--- config.mk ---
export PLATFORM = sky130hd
export DESIGN_NAME = next_pc_unit_flat
export DESIGN_NICKNAME = d
export VERILOG_FILES = /design/src/rtl/next_pc_unit_pkg.sv /design/src/rtl/next_pc_unit_if.sv /design/src/rtl/next_pc_unit_branch_target_buffer.sv /design/src/rtl/next_pc_unit.sv /design/src/flat_wrapper.sv
export SDC_FILE = /design/constraint.sdc
export NUM_CORES = 1
export LEC_CHECK = 0
export CORE_ASPECT_RATIO = 0.8
export CORE_MARGIN = 4
export CORE_UTILIZATION = 40
export CTS_BUF_LIST = sky130_fd_sc_hd__clkbuf_2
export DETAILED_ROUTE_END_ITERATION = 16
export GPL_TIMING_DRIVEN = 1
export HOLD_SLACK_MARGIN = 0.03
export PLACE_DENSITY_LB_ADDON = 0.3
export RECOVER_POWER = 100
export SYNTH_ARGS = -nofsm -noshare
export SYNTH_HDL_FRONTEND = slang
export SYNTH_SLANG_ARGS = --single-unit
--- constraint.sdc ---
create_clock -name i_clk -period 6.9 [get_ports i_clk]
set_input_delay 2.07 -clock i_clk [delete_from_list [all_inputs] [get_ports i_clk]]
set_output_delay 2.07 -clock i_clk [all_outputs]
set_load 0.02 [all_outputs]
--- src/rtl/next_pc_unit_pkg.sv ---
// ============================================================================
//  Module   : next_pc_unit_pkg
//  Brief    : Exception cause codes, redirect priorities and default vectors
//             shared by the next-PC unit.
//  Revision : 1.0
// ============================================================================
`default_nettype none

package next_pc_unit_pkg;

  localparam logic [4:0] CAUSE_INT  = 5'd0;
  localparam logic [4:0] CAUSE_ADEL = 5'd4;
  localparam logic [4:0] CAUSE_ADES = 5'd5;
  localparam logic [4:0] CAUSE_SYS  = 5'd8;
  localparam logic [4:0] CAUSE_BP   = 5'd9;
  localparam logic [4:0] CAUSE_RI   = 5'd10;
  localparam logic [4:0] CAUSE_OV   = 5'd12;
  localparam logic [4:0] CAUSE_TRAP = 5'd13;

  // Larger value means higher priority; relational compares rely on this.
  typedef enum logic [1:0] {
    PRIO_NONE = 2'd0,
    PRIO_MISP = 2'd1,
    PRIO_ERET = 2'd2,
    PRIO_EXC  = 2'd3
  } redirect_prio_e;

  localparam logic [31:0] DEFAULT_RESET_PC   = 32'h0000_0000;
  localparam logic [31:0] DEFAULT_INT_VECTOR = 32'h0000_0020;
  localparam logic [31:0] DEFAULT_EXC_VECTOR = 32'h0000_0040;

  // Only the interrupt cause goes to the interrupt vector; known and unknown
  // exception causes all share the exception vector.
  function automatic logic is_int_cause(input logic [4:0] cause);
    case (cause)
      CAUSE_INT:                          return 1'b1;
      CAUSE_ADEL, CAUSE_ADES, CAUSE_SYS,
      CAUSE_BP, CAUSE_RI, CAUSE_OV,
      CAUSE_TRAP:                         return 1'b0;
      default:                            return 1'b0;
    endcase
  endfunction

endpackage

`default_nettype wire

--- src/rtl/next_pc_unit_if.sv ---
// ============================================================================
//  Module   : next_pc_unit_if
//  Brief    : Redirect-source and fetch-side signal bundle of the next-PC unit.
//  Revision : 1.0
// ============================================================================
`default_nettype none

interface next_pc_unit_if #(
  parameter int ADDR_W = 32
);
  logic              i_stall;
  logic              i_answer_exc;
  logic [4:0]        i_MEM_exception_cause;
  logic              i_MEM_is_eret;
  logic [ADDR_W-1:0] i_MEM_epc_value;
  logic              i_ID_valid;
  logic              i_ID_is_branch_jump_instr;
  logic [ADDR_W-1:0] i_ID_pc;
  logic              i_ID_taken;
  logic [ADDR_W-1:0] i_ID_branch_jump_dst_pc;
  logic              i_ID_pred_taken;
  logic [ADDR_W-1:0] i_ID_pred_target;
  logic [ADDR_W-1:0] o_IF_pc;
  logic              o_IF_pred_taken;
  logic [ADDR_W-1:0] o_IF_pred_target;
  logic              o_IF_kill;

  modport slave (
    input  i_stall, i_answer_exc, i_MEM_exception_cause, i_MEM_is_eret,
           i_MEM_epc_value, i_ID_valid, i_ID_is_branch_jump_instr, i_ID_pc,
           i_ID_taken, i_ID_branch_jump_dst_pc, i_ID_pred_taken,
           i_ID_pred_target,
    output o_IF_pc, o_IF_pred_taken, o_IF_pred_target, o_IF_kill
  );

  modport master (
    output i_stall, i_answer_exc, i_MEM_exception_cause, i_MEM_is_eret,
           i_MEM_epc_value, i_ID_valid, i_ID_is_branch_jump_instr, i_ID_pc,
           i_ID_taken, i_ID_branch_jump_dst_pc, i_ID_pred_taken,
           i_ID_pred_target,
    input  o_IF_pc, o_IF_pred_taken, o_IF_pred_target, o_IF_kill
  );
endinterface

`default_nettype wire

--- src/rtl/next_pc_unit_branch_target_buffer.sv ---
// ============================================================================
//  Module   : branch_target_buffer
//  Brief    : Direct-mapped BTB, combinational lookup, single write/invalidate.
//  Revision : 1.0
// ============================================================================
`default_nettype none

module branch_target_buffer #(
  parameter int ADDR_W    = 32,
  parameter int BTB_DEPTH = 16,
  parameter bit BTB_EN    = 1'b1
) (
  input  wire logic              i_clk,
  input  wire logic              i_rst_n,
  input  wire logic [ADDR_W-1:0] i_rd_pc,
  output logic                   o_rd_hit,
  output logic      [ADDR_W-1:0] o_rd_target,
  input  wire logic              i_wr_en,
  input  wire logic              i_wr_inv,
  input  wire logic [ADDR_W-1:0] i_wr_pc,
  input  wire logic [ADDR_W-1:0] i_wr_target
);
  localparam int IDX_W = $clog2(BTB_DEPTH);
  localparam int TAG_W = ADDR_W - IDX_W - 2;

  logic [BTB_DEPTH-1:0] valid_q, valid_d;
  logic [TAG_W-1:0]     tag_mem [BTB_DEPTH];
  logic [ADDR_W-1:0]    tgt_mem [BTB_DEPTH];

  logic [IDX_W-1:0] rd_idx, wr_idx;
  logic [TAG_W-1:0] rd_tag, wr_tag;
  logic             wr_active, inv_active;
  logic             unused_pc_lsbs;

  assign rd_idx         = i_rd_pc[IDX_W+1:2];
  assign rd_tag         = i_rd_pc[ADDR_W-1:IDX_W+2];
  assign wr_idx         = i_wr_pc[IDX_W+1:2];
  assign wr_tag         = i_wr_pc[ADDR_W-1:IDX_W+2];
  assign wr_active      = BTB_EN && i_wr_en;
  assign inv_active     = BTB_EN && i_wr_inv;
  assign unused_pc_lsbs = ^{i_rd_pc[1:0], i_wr_pc[1:0]};

  always_comb begin
    valid_d = valid_q;
    if (wr_active) begin
      valid_d[wr_idx] = 1'b1;
    end else if (inv_active) begin
      valid_d[wr_idx] = 1'b0;
    end
  end

  always_ff @(posedge i_clk or negedge i_rst_n) begin
    if (!i_rst_n) begin
      valid_q <= '0;
    end else begin
      valid_q <= valid_d;
    end
  end

  // Tag/target storage is deliberately left out of reset; valid bits gate it.
  always_ff @(posedge i_clk) begin
    if (wr_active) begin
      tag_mem[wr_idx] <= wr_tag;
      tgt_mem[wr_idx] <= i_wr_target;
    end
  end

  assign o_rd_hit    = BTB_EN && valid_q[rd_idx] && (tag_mem[rd_idx] == rd_tag);
  assign o_rd_target = o_rd_hit ? tgt_mem[rd_idx] : '0;

endmodule

`default_nettype wire

--- src/rtl/next_pc_unit.sv ---
// ============================================================================
//  Module   : next_pc_unit
//  Brief    : IF program counter with prioritised redirects, stall-time
//             pending redirect and BTB-based taken-branch prediction.
//  Revision : 1.0
// ============================================================================
`default_nettype none

module next_pc_unit
  import next_pc_unit_pkg::*;
#(
  parameter int                ADDR_W     = 32,
  parameter logic [ADDR_W-1:0] RESET_PC   = ADDR_W'(DEFAULT_RESET_PC),
  parameter logic [ADDR_W-1:0] INT_VECTOR = ADDR_W'(DEFAULT_INT_VECTOR),
  parameter logic [ADDR_W-1:0] EXC_VECTOR = ADDR_W'(DEFAULT_EXC_VECTOR),
  parameter int                BTB_DEPTH  = 16,
  parameter bit                BTB_EN     = 1'b1
) (
  input  wire logic      i_clk,
  input  wire logic      i_rst_n,
  next_pc_unit_if.slave  bus
);
  localparam logic [ADDR_W-1:0] PC_STEP = ADDR_W'(4);

  logic [ADDR_W-1:0] pc_q, pc_d;
  logic              pend_valid_q, pend_valid_d;
  redirect_prio_e    pend_prio_q, pend_prio_d;
  logic [ADDR_W-1:0] pend_target_q, pend_target_d;

  redirect_prio_e    new_prio;
  logic [ADDR_W-1:0] new_target;
  logic              new_valid, take_new, misp;
  logic              btb_upd, btb_hit;
  logic [ADDR_W-1:0] btb_target;

  assign misp = bus.i_ID_valid && bus.i_ID_is_branch_jump_instr &&
                ((bus.i_ID_taken != bus.i_ID_pred_taken) ||
                 (bus.i_ID_taken && (bus.i_ID_branch_jump_dst_pc != bus.i_ID_pred_target)));

  always_comb begin
    new_prio   = PRIO_NONE;
    new_target = '0;
    if (bus.i_answer_exc) begin
      new_prio   = PRIO_EXC;
      new_target = is_int_cause(bus.i_MEM_exception_cause) ? INT_VECTOR : EXC_VECTOR;
    end else if (bus.i_MEM_is_eret) begin
      new_prio   = PRIO_ERET;
      new_target = bus.i_MEM_epc_value;
    end else if (misp) begin
      new_prio   = PRIO_MISP;
      new_target = bus.i_ID_taken ? bus.i_ID_branch_jump_dst_pc : bus.i_ID_pc + PC_STEP;
    end
  end

  assign new_valid = (new_prio != PRIO_NONE);
  // Ties go to the newer redirect, both when storing and when consuming.
  assign take_new  = new_valid && (!pend_valid_q || (new_prio >= pend_prio_q));

  always_comb begin
    pc_d          = pc_q;
    pend_valid_d  = pend_valid_q;
    pend_prio_d   = pend_prio_q;
    pend_target_d = pend_target_q;
    if (bus.i_stall) begin
      if (take_new) begin
        pend_valid_d  = 1'b1;
        pend_prio_d   = new_prio;
        pend_target_d = new_target;
      end
    end else begin
      pend_valid_d = 1'b0;
      pend_prio_d  = PRIO_NONE;
      if (take_new) begin
        pc_d = new_target;
      end else if (pend_valid_q) begin
        pc_d = pend_target_q;
      end else if (btb_hit) begin
        pc_d = btb_target;
      end else begin
        pc_d = pc_q + PC_STEP;
      end
    end
  end

  always_ff @(posedge i_clk or negedge i_rst_n) begin
    if (!i_rst_n) begin
      pc_q          <= RESET_PC;
      pend_valid_q  <= 1'b0;
      pend_prio_q   <= PRIO_NONE;
      pend_target_q <= '0;
    end else begin
      pc_q          <= pc_d;
      pend_valid_q  <= pend_valid_d;
      pend_prio_q   <= pend_prio_d;
      pend_target_q <= pend_target_d;
    end
  end

  // Training follows ID resolution regardless of stall or older redirects.
  assign btb_upd = bus.i_ID_valid && bus.i_ID_is_branch_jump_instr;

  branch_target_buffer #(
    .ADDR_W    (ADDR_W),
    .BTB_DEPTH (BTB_DEPTH),
    .BTB_EN    (BTB_EN)
  ) u_btb (
    .i_clk       (i_clk),
    .i_rst_n     (i_rst_n),
    .i_rd_pc     (pc_q),
    .o_rd_hit    (btb_hit),
    .o_rd_target (btb_target),
    .i_wr_en     (btb_upd && bus.i_ID_taken),
    .i_wr_inv    (btb_upd && !bus.i_ID_taken && bus.i_ID_pred_taken),
    .i_wr_pc     (bus.i_ID_pc),
    .i_wr_target (bus.i_ID_branch_jump_dst_pc)
  );

  assign bus.o_IF_pc          = pc_q;
  assign bus.o_IF_pred_taken  = btb_hit;
  assign bus.o_IF_pred_target = btb_target;
  assign bus.o_IF_kill        = new_valid || pend_valid_q;

endmodule

`default_nettype wire

--- src/flat_wrapper.sv ---
// flat-port wrapper written by rule: the top's interface ports become plain ports
module next_pc_unit_flat import next_pc_unit_pkg::*;
#(
  parameter int                ADDR_W     = 32,
  parameter logic [ADDR_W-1:0] RESET_PC   = ADDR_W'(DEFAULT_RESET_PC),
  parameter logic [ADDR_W-1:0] INT_VECTOR = ADDR_W'(DEFAULT_INT_VECTOR),
  parameter logic [ADDR_W-1:0] EXC_VECTOR = ADDR_W'(DEFAULT_EXC_VECTOR),
  parameter int                BTB_DEPTH  = 16,
  parameter bit                BTB_EN     = 1'b1
)
  (i_clk, i_rst_n, bus_i_stall, bus_i_answer_exc, bus_i_MEM_exception_cause, bus_i_MEM_is_eret, bus_i_MEM_epc_value, bus_i_ID_valid, bus_i_ID_is_branch_jump_instr, bus_i_ID_pc, bus_i_ID_taken, bus_i_ID_branch_jump_dst_pc, bus_i_ID_pred_taken, bus_i_ID_pred_target, bus_o_IF_pc, bus_o_IF_pred_taken, bus_o_IF_pred_target, bus_o_IF_kill);
  next_pc_unit_if #(.ADDR_W(ADDR_W)) bus_i ();
  input  wire logic i_clk;
  input  wire logic i_rst_n;
  input wire logic [$bits(bus_i.i_stall)-1:0] bus_i_stall;
  input wire logic [$bits(bus_i.i_answer_exc)-1:0] bus_i_answer_exc;
  input wire logic [$bits(bus_i.i_MEM_exception_cause)-1:0] bus_i_MEM_exception_cause;
  input wire logic [$bits(bus_i.i_MEM_is_eret)-1:0] bus_i_MEM_is_eret;
  input wire logic [$bits(bus_i.i_MEM_epc_value)-1:0] bus_i_MEM_epc_value;
  input wire logic [$bits(bus_i.i_ID_valid)-1:0] bus_i_ID_valid;
  input wire logic [$bits(bus_i.i_ID_is_branch_jump_instr)-1:0] bus_i_ID_is_branch_jump_instr;
  input wire logic [$bits(bus_i.i_ID_pc)-1:0] bus_i_ID_pc;
  input wire logic [$bits(bus_i.i_ID_taken)-1:0] bus_i_ID_taken;
  input wire logic [$bits(bus_i.i_ID_branch_jump_dst_pc)-1:0] bus_i_ID_branch_jump_dst_pc;
  input wire logic [$bits(bus_i.i_ID_pred_taken)-1:0] bus_i_ID_pred_taken;
  input wire logic [$bits(bus_i.i_ID_pred_target)-1:0] bus_i_ID_pred_target;
  output wire logic [$bits(bus_i.o_IF_pc)-1:0] bus_o_IF_pc;
  output wire logic [$bits(bus_i.o_IF_pred_taken)-1:0] bus_o_IF_pred_taken;
  output wire logic [$bits(bus_i.o_IF_pred_target)-1:0] bus_o_IF_pred_target;
  output wire logic [$bits(bus_i.o_IF_kill)-1:0] bus_o_IF_kill;
  assign bus_i.i_stall = bus_i_stall;
  assign bus_i.i_answer_exc = bus_i_answer_exc;
  assign bus_i.i_MEM_exception_cause = bus_i_MEM_exception_cause;
  assign bus_i.i_MEM_is_eret = bus_i_MEM_is_eret;
  assign bus_i.i_MEM_epc_value = bus_i_MEM_epc_value;
  assign bus_i.i_ID_valid = bus_i_ID_valid;
  assign bus_i.i_ID_is_branch_jump_instr = bus_i_ID_is_branch_jump_instr;
  assign bus_i.i_ID_pc = bus_i_ID_pc;
  assign bus_i.i_ID_taken = bus_i_ID_taken;
  assign bus_i.i_ID_branch_jump_dst_pc = bus_i_ID_branch_jump_dst_pc;
  assign bus_i.i_ID_pred_taken = bus_i_ID_pred_taken;
  assign bus_i.i_ID_pred_target = bus_i_ID_pred_target;
  assign bus_o_IF_pc = bus_i.o_IF_pc;
  assign bus_o_IF_pred_taken = bus_i.o_IF_pred_taken;
  assign bus_o_IF_pred_target = bus_i.o_IF_pred_target;
  assign bus_o_IF_kill = bus_i.o_IF_kill;
  next_pc_unit #(.ADDR_W(ADDR_W), .RESET_PC(RESET_PC), .INT_VECTOR(INT_VECTOR), .EXC_VECTOR(EXC_VECTOR), .BTB_DEPTH(BTB_DEPTH), .BTB_EN(BTB_EN)) u_core (.i_clk(i_clk), .i_rst_n(i_rst_n), .bus(bus_i));
endmodule
**Word level (Yosys, flattened, before mapping)**

Memory sizes are Yosys's and may differ from the RTL's.
Index checks and enable logic that the tools add are counted.

- $add $sub $neg: 2
- $mul: 0
- Div/mod/pow operators: 0
- Order comparisons: 4
- Equality and inequality tests: 4
- Shift operators: 0
- Mux-type cells: 26
- Bitwise logic cells: 3
- Reductions and logical operators: 17

Operator list:

| operator | count |
|---|---|
| 2-to-1 mux 32 bit | 8 |
| adder 32 x 3 -> 32 bit, second input constant | 2 |
| 2-to-1 mux 16 bit | 2 |
| inequality test 32 bit | 1 |
| == test 26 bit | 1 |
| AND 16 bit | 1 |
| NOT 16 bit | 1 |
| bitwise OR 16 bit | 1 |
| less-than comparator 4 x 5 -> 1 bit, second input constant | 2 |
| logical AND 1 bit | 9 |
| 2-to-1 mux 1 bit | 9 |
| 2-to-1 mux 2 bit | 4 |
| 2-to-1 mux 7 bit | 1 |
| binary-select mux 1 bit (select 4 bit) | 1 |
| demux 1 bit (select 4 bit) | 1 |
| >= comparator 4 x 1 -> 1 bit, second input constant | 1 |
| nonzero test 2 bit | 2 |
| logical OR 1 bit | 3 |
| >= comparator 2 bit | 1 |
| logical NOT 1 bit | 2 |
| inequality test 2 x 1 -> 1 bit, second input constant | 1 |
| AND reduction 2 bit | 1 |
| inequality test 1 bit | 1 |

- Register bits: 83
- Bits in latches: 0
- Bits in writable memories: 928
- ROM bits: 16
- Bits of input ports: 142
- Output and inout bits: 66
- Word-level logic and storage cells: 64
- Memories kept: 3

Memories:

| name | words | width | rd ports | clocked after Yosys merged registers in | wr ports | line | text |
|---|---|---|---|---|---|---|---|
| u_core.u_btb.tgt_mem | 16 | 32 | 1 | 0 | 1 | next_pc_unit_branch_target_buffer.sv:28 | `logic [ADDR_W-1:0] tgt_mem [BTB_DEPTH];` |
| u_core.u_btb.tag_mem | 16 | 26 | 1 | 0 | 1 | next_pc_unit_branch_target_buffer.sv:27 | `logic [TAG_W-1:0] tag_mem [BTB_DEPTH];` |
| (name not given) | 16 | 1 | 1 | 0 | 0 | next_pc_unit_pkg.sv:35 | `case (cause)` |

**Depth between registers and ports, before layout**

- Depth in word-level cells: 12
- Depth in mapped cells: 18

**Hierarchy**

Synthesis repeated with hierarchy kept, for this count alone.

- Cell total of the unflattened synthesis: 2332
- Area, all modules: 42843.6 um2

Modules (own cells, without submodules):

| module | times used | cells an instance | area an instance (um2) | sequential area each (um2) |
|---|---|---|---|---|
| branch_target_buffer | 1 | 1608 | 36991.7 | 28267.1 |
| next_pc_unit | 1 | 724 | 5851.9 | 1676.6 |

**Worst setup path after synthesis**

OpenSTA, ideal clock, no wires.

- Path type: input to register
- Start: in bus_i_ID_taken
- End: mem u_core.u_btb.tag_mem[10][0] (netlist bit) (enable)
- Library setup time: 474 ps
- Arrival time: 5710 ps
- Setup slack: 716 ps
- Stages: 6
- Path through: clkbuf_1 -> buf_1 -> clkbuf_1 -> and3_1 -> nand2_1 -> nor2_1

- Cells in the longest elaborated chain, start to end: 3

Ends and longest elaborated chain:

| item | line | text |
|---|---|---|
| start: declaration | flat_wrapper.sv:23 | `input wire logic [$bits(bus_i.i_ID_taken)-1:0] bus_i_ID_taken;` |
| logical AND 1 bit | next_pc_unit.sv:112 | `.i_wr_en (btb_upd && bus.i_ID_taken),` |
| 2-to-1 mux 1 bit | next_pc_unit_branch_target_buffer.sv:62 | `if (wr_active) begin` |
| 2-to-1 mux 1 bit (not written as such) | next_pc_unit_branch_target_buffer.sv:63 | `tag_mem[wr_idx] <= wr_tag;` |
| end: declaration | next_pc_unit_branch_target_buffer.sv:27 |  |

No other way between the ends.

**Worst setup path in the final report**

- Start: in bus_i_ID_branch_jump_dst_pc[3]
- End: out bus_o_IF_kill

- Cells in the longest elaborated chain, start to end: 9

Ends and longest elaborated chain:

| item | line | text |
|---|---|---|
| start: declaration | flat_wrapper.sv:24 | `input wire logic [$bits(bus_i.i_ID_branch_jump_dst_pc)-1:0] bus_i_ID_branch_jump_dst_pc;` |
| inequality test 32 bit | next_pc_unit.sv:38 | `(bus.i_ID_taken && (bus.i_ID_branch_jump_dst_pc != bus.i_ID_pred_target)));` |
| logical AND 1 bit | next_pc_unit.sv:38 |  |
| logical OR 1 bit | next_pc_unit.sv:37 | `((bus.i_ID_taken != bus.i_ID_pred_taken) \|\|` |
| logical AND 1 bit | next_pc_unit.sv:36 | `assign misp = bus.i_ID_valid && bus.i_ID_is_branch_jump_instr &&` |
| 2-to-1 mux 1 bit | next_pc_unit.sv:49 | `end else if (misp) begin` |
| 2-to-1 mux 2 bit | next_pc_unit.sv:46 | `end else if (bus.i_MEM_is_eret) begin` |
| 2-to-1 mux 2 bit | next_pc_unit.sv:43 | `if (bus.i_answer_exc) begin` |
| nonzero test 2 bit | next_pc_unit.sv:55 | `assign new_valid = (new_prio != PRIO_NONE);` |
| logical OR 1 bit | next_pc_unit.sv:121 | `assign bus.o_IF_kill = new_valid \|\| pend_valid_q;` |
| end: declaration | flat_wrapper.sv:30 | `output wire logic [$bits(bus_i.o_IF_kill)-1:0] bus_o_IF_kill;` |

No other way between the ends.

==> results.sh <==
export IMPL_final_setup_skew_ps=118.1
export IMPL_post_place_ws_ps=-360.8
export IMPL_fin_ws_ps=-365.6
export IMPL_cts_made_buffers=238
export IMPL_status="complete, but fails checks"
export IMPL_fin_util=0.4737
export IMPL_cts_tree="yes"
export IMPL_grt_total_usage=0.2416
export IMPL_dieArea_sq_mm=0.1116
export IMPL_cts_sinks=1011
export IMPL_multi_input_area_sq_mm=0.01201
export IMPL_intPower_mw=9.237
export IMPL_cp_data_required_time_ps=4830
export IMPL_cap_violations=38
export IMPL_start_util=0.4049
export IMPL_synth_top_area_cell="edfxtp_1"
export IMPL_busiest_layer="met1"
export IMPL_grt_pass1_vias=26635
export IMPL_rsz0062_at_grt="true"
export IMPL_htree_levels=4
export IMPL_gp_congestion=0.9304
export IMPL_seq_area_sq_mm=0.02996
export IMPL_power_density_mw_per_mm2=263.9
export IMPL_placementRows=106
export IMPL_gr_total_overflow=0
export IMPL_p_seq_frac=0.529
export IMPL_whs_path_depth=2
export IMPL_postSynth_asyncResetShare=0.08210
export IMPL_core_sq_mm=0.1050
export IMPL_die_x_microns=372.6
export IMPL_wl_per_cell_microns=30.18
export IMPL_synth_area_sq_mm=0.04253
export IMPL_finalSetupTns_ps=-9825
export IMPL_use_met2=0.3371
export IMPL_postRouteAntennaNets=0
export IMPL_ys_seq_area_frac=0.7040
export IMPL_drt_iter0_markers=3675
export IMPL_clock_power_share=0.296
export IMPL_netSwitchingFraction=0.2965
export IMPL_cts_root_buf="clkbuf_2"
export IMPL_drv_slew=1069
export IMPL_die_y_microns=299.7
export IMPL_worst_hold_slack_ps=491.8
export IMPL_syn_to_final_growth_pct=17.00
export IMPL_reg2regPathDepth=16
export IMPL_pin_count=208
export IMPL_grt_use_met3=0.08242
export IMPL_period_needed_ps=7266
export IMPL_clkTransAtPathRegs_ps=100
export IMPL_worstSetupEndpointType="output pin"
export IMPL_leakagePower_nw=16.58
export IMPL_finalHoldViolCount=0
export IMPL_routed_wl_microns=135800
export IMPL_drive_gt1_frac=0.2810
export IMPL_tightest_slew_ps=3424
export IMPL_grt_use_met1=0.3564
export IMPL_fill_cells=9169
export IMPL_crit_fanout=5
export IMPL_grt_max_degree=74
export IMPL_antenna_found_initial=13
export IMPL_power_switching_mw=3.893
export IMPL_p_comb_frac=0.176
export IMPL_finalSetupViolCount=73
export IMPL_yosysUniqueCellTypes=73
export IMPL_synth_top_cell_area_share=0.6552
export IMPL_first_pass_iters=5
export IMPL_clockBufferDepth=3
export IMPL_nets=3030
export IMPL_dp_hpwl_microns=85480
export IMPL_drc_errors=0
export IMPL_via_per_inst=5.861
export IMPL_finalCritPeriodShare=1.053
export IMPL_synth_fp_nets=2514
export IMPL_r2r_setup_slack_ps=2410
export IMPL_slew_headroom=-1.283
export IMPL_crit_arrival_ps=5200
export IMPL_dominantRegCellSynth="edfxtp_1"
export IMPL_vias=26365
export IMPL_synth_edff_count=928
export IMPL_startpoint_type="input port"
export IMPL_vdd_drop_max_v=0.0001316
export IMPL_fmax_mhz=137.6
export IMPL_violations="capacitance limit, slew limit, setup timing"
export IMPL_crit_type="input port to output pin"
export IMPL_syn_inst=2365
export IMPL_total_power_mw=13.13
export IMPL_synth_avg_cell_area_sq_um=17.98
export IMPL_worstHoldPathType="flip-flop to flip-flop"
export IMPL_grt_pass1_wl_microns=191300
export IMPL_portBuffers=207
export IMPL_clk_latency_ps=1540
export IMPL_synth_seq_cells=1011
export IMPL_synth_area_leaders="edfxtp_1, mux4_2, dfrtp_1, mux2i_1, nand2_1"
export IMPL_synth_warnings=0
[through the flow]
stage               area (sq um)  instances
floorplan                  42530       2365
global placement           47310       4001
detailed placement         47310       4001
CTS                        50150       4472
global route               49760       4496
finish                     49760       4498
[timing repair]
item                       CTS  global route
hold buffers                 0             0
setup endpoints to repair   34            34
gates resized for setup    205            36
setup buffers               24            20
pin swaps                   11            12
gates cloned                 4             1
[power groups by stage]
stage	Clock, mW	Combinational (mW)	Sequential [mW]
2_1_floorplan	0	1.27	7.01
3_3_place_gp	0	2.12	7.09
3_5_place_dp	0	2.15	7.10
4_1_cts	3.97	2.30	6.93
5_1_grt	4.31	2.42	6.95
6_report	3.88	2.31	6.94
[worst max-delay path, cell delays in order]
cell,delay [ps]
dlygate4sd3_1,520
clkbuf_1,630
xor2_1,150
nor4_1,570
nand4_1,180
or4_4,460
o21ai_4,130
nand2_1,80
nor2_2,150
inv_1,70
clkbuf_2,160
[sequential cells by signal (all words and copies together), names as in the netlist, named ones only]
name / flops
u_core.pend_valid_q: 1
u_core.pend_prio_q: 2
u_core.u_btb.tag_mem: 416
u_core.bus.o_IF_pc: 32
u_core.u_btb.tgt_mem: 512
u_core.pend_target_q: 32
[cells by family (layout without fill, tap and decap cells)]
family          count (synthesis)  count (layout)  share of synthesized area
flops                        1011            1011                     0.7040
simple gates                  411             411                    0.04716
mux                           363             363                     0.1596
compound gates                277             277                    0.04354
buf+inv                       182             902                    0.02015
xor+xnor                      114             114                    0.02348
fa+ha+maj                       7               7                   0.002059
other cells                     0               9                          0
[Yosys cell counts, types with 21 or more instances]
| cell | instances |
|---|---|
| o31ai_1 | 25 |
| o21ai_0 | 75 |
| a22oi_1 | 26 |
| nand3_1 | 36 |
| and2_1 | 34 |
| buf_2 | 31 |
| nor3_1 | 33 |
| inv_1 | 31 |
| edfxtp_1 | 928 |
| xor2_1 | 51 |
| mux2i_1 | 92 |
| nand2_1 | 155 |
| nor2_1 | 59 |
| mux4_2 | 250 |
| a21oi_1 | 39 |
| dfrtp_1 | 83 |
| xnor2_1 | 63 |
| clkbuf_1 | 82 |
| o22ai_1 | 21 |
[metal layers]
metal / vias up / wire, microns / share of wire
met5: - / 26 / 0.00019
met4: 4 / 3333 / 0.025
met3: 216 / 17520 / 0.13
met2: 1729 / 58920 / 0.43
met1: 13670 / 55970 / 0.41
li1: 10746 / - / -
[final cells by class]
| class | count | share of cell area |
|---|---|---|
| Sequential cell | 1011 | 0.6020 |
| Multi-Input combinational cell | 1172 | 0.2414 |
| Timing Repair Buffer | 426 | 0.07410 |
| Tap cell | 1404 | 0.03530 |
| Clock buffer | 342 | 0.03440 |
| Clock inverter | 102 | 0.009957 |
| Inverter | 32 | 0.002439 |
| Antenna cell | 9 | 0.0004526 |
[final timing paths]
path | from | end
max | bus_i_ID_branch_jump_dst_pc[3] | bus_o_IF_kill
min | u_core.pend_target_q[7] | u_core.pend_target_q[7]
max reg2reg | u_core.bus.o_IF_pc[2] | u_core.bus.o_IF_pc[4]
min reg2reg | u_core.pend_target_q[7] | u_core.pend_target_q[7]
max in group asynchronous | i_rst_n | u_core.bus.o_IF_pc[4]
min in group asynchronous | i_rst_n | async pin
[layout by cell type, fill, tap and decap left out, drive strengths merged, types with 7 or more instances in the layout]
cell type | netlist | routed
nand2 | 155 | 155
nor2b | 9 | 9
nand4 | 14 | 14
clkinv | 1 | 91
mux4 | 250 | 250
or3 | 10 | 10
a21oi | 39 | 39
a31oi | 8 | 8
buf | 68 | 151
nor3 | 33 | 33
o211ai | 10 | 10
inv | 31 | 38
mux2i | 92 | 92
o21ai | 76 | 76
a211o | 17 | 17
dfrtp | 83 | 83
a22oi | 26 | 26
clkdlybuf4s50 | 0 | 80
clkbuf | 82 | 447
and2 | 35 | 35
or2 | 7 | 7
ha | 7 | 7
diode | 0 | 9
nor4 | 15 | 15
dlygate4sd3 | 0 | 89
o31ai | 25 | 25
edfxtp | 928 | 928
nand3 | 37 | 37
nor2 | 59 | 59
and3 | 12 | 12
xor2 | 51 | 51
o22ai | 21 | 21
xnor2 | 63 | 63
mux2 | 21 | 21
Note: power is estimated with default switching activity, not from simulation.
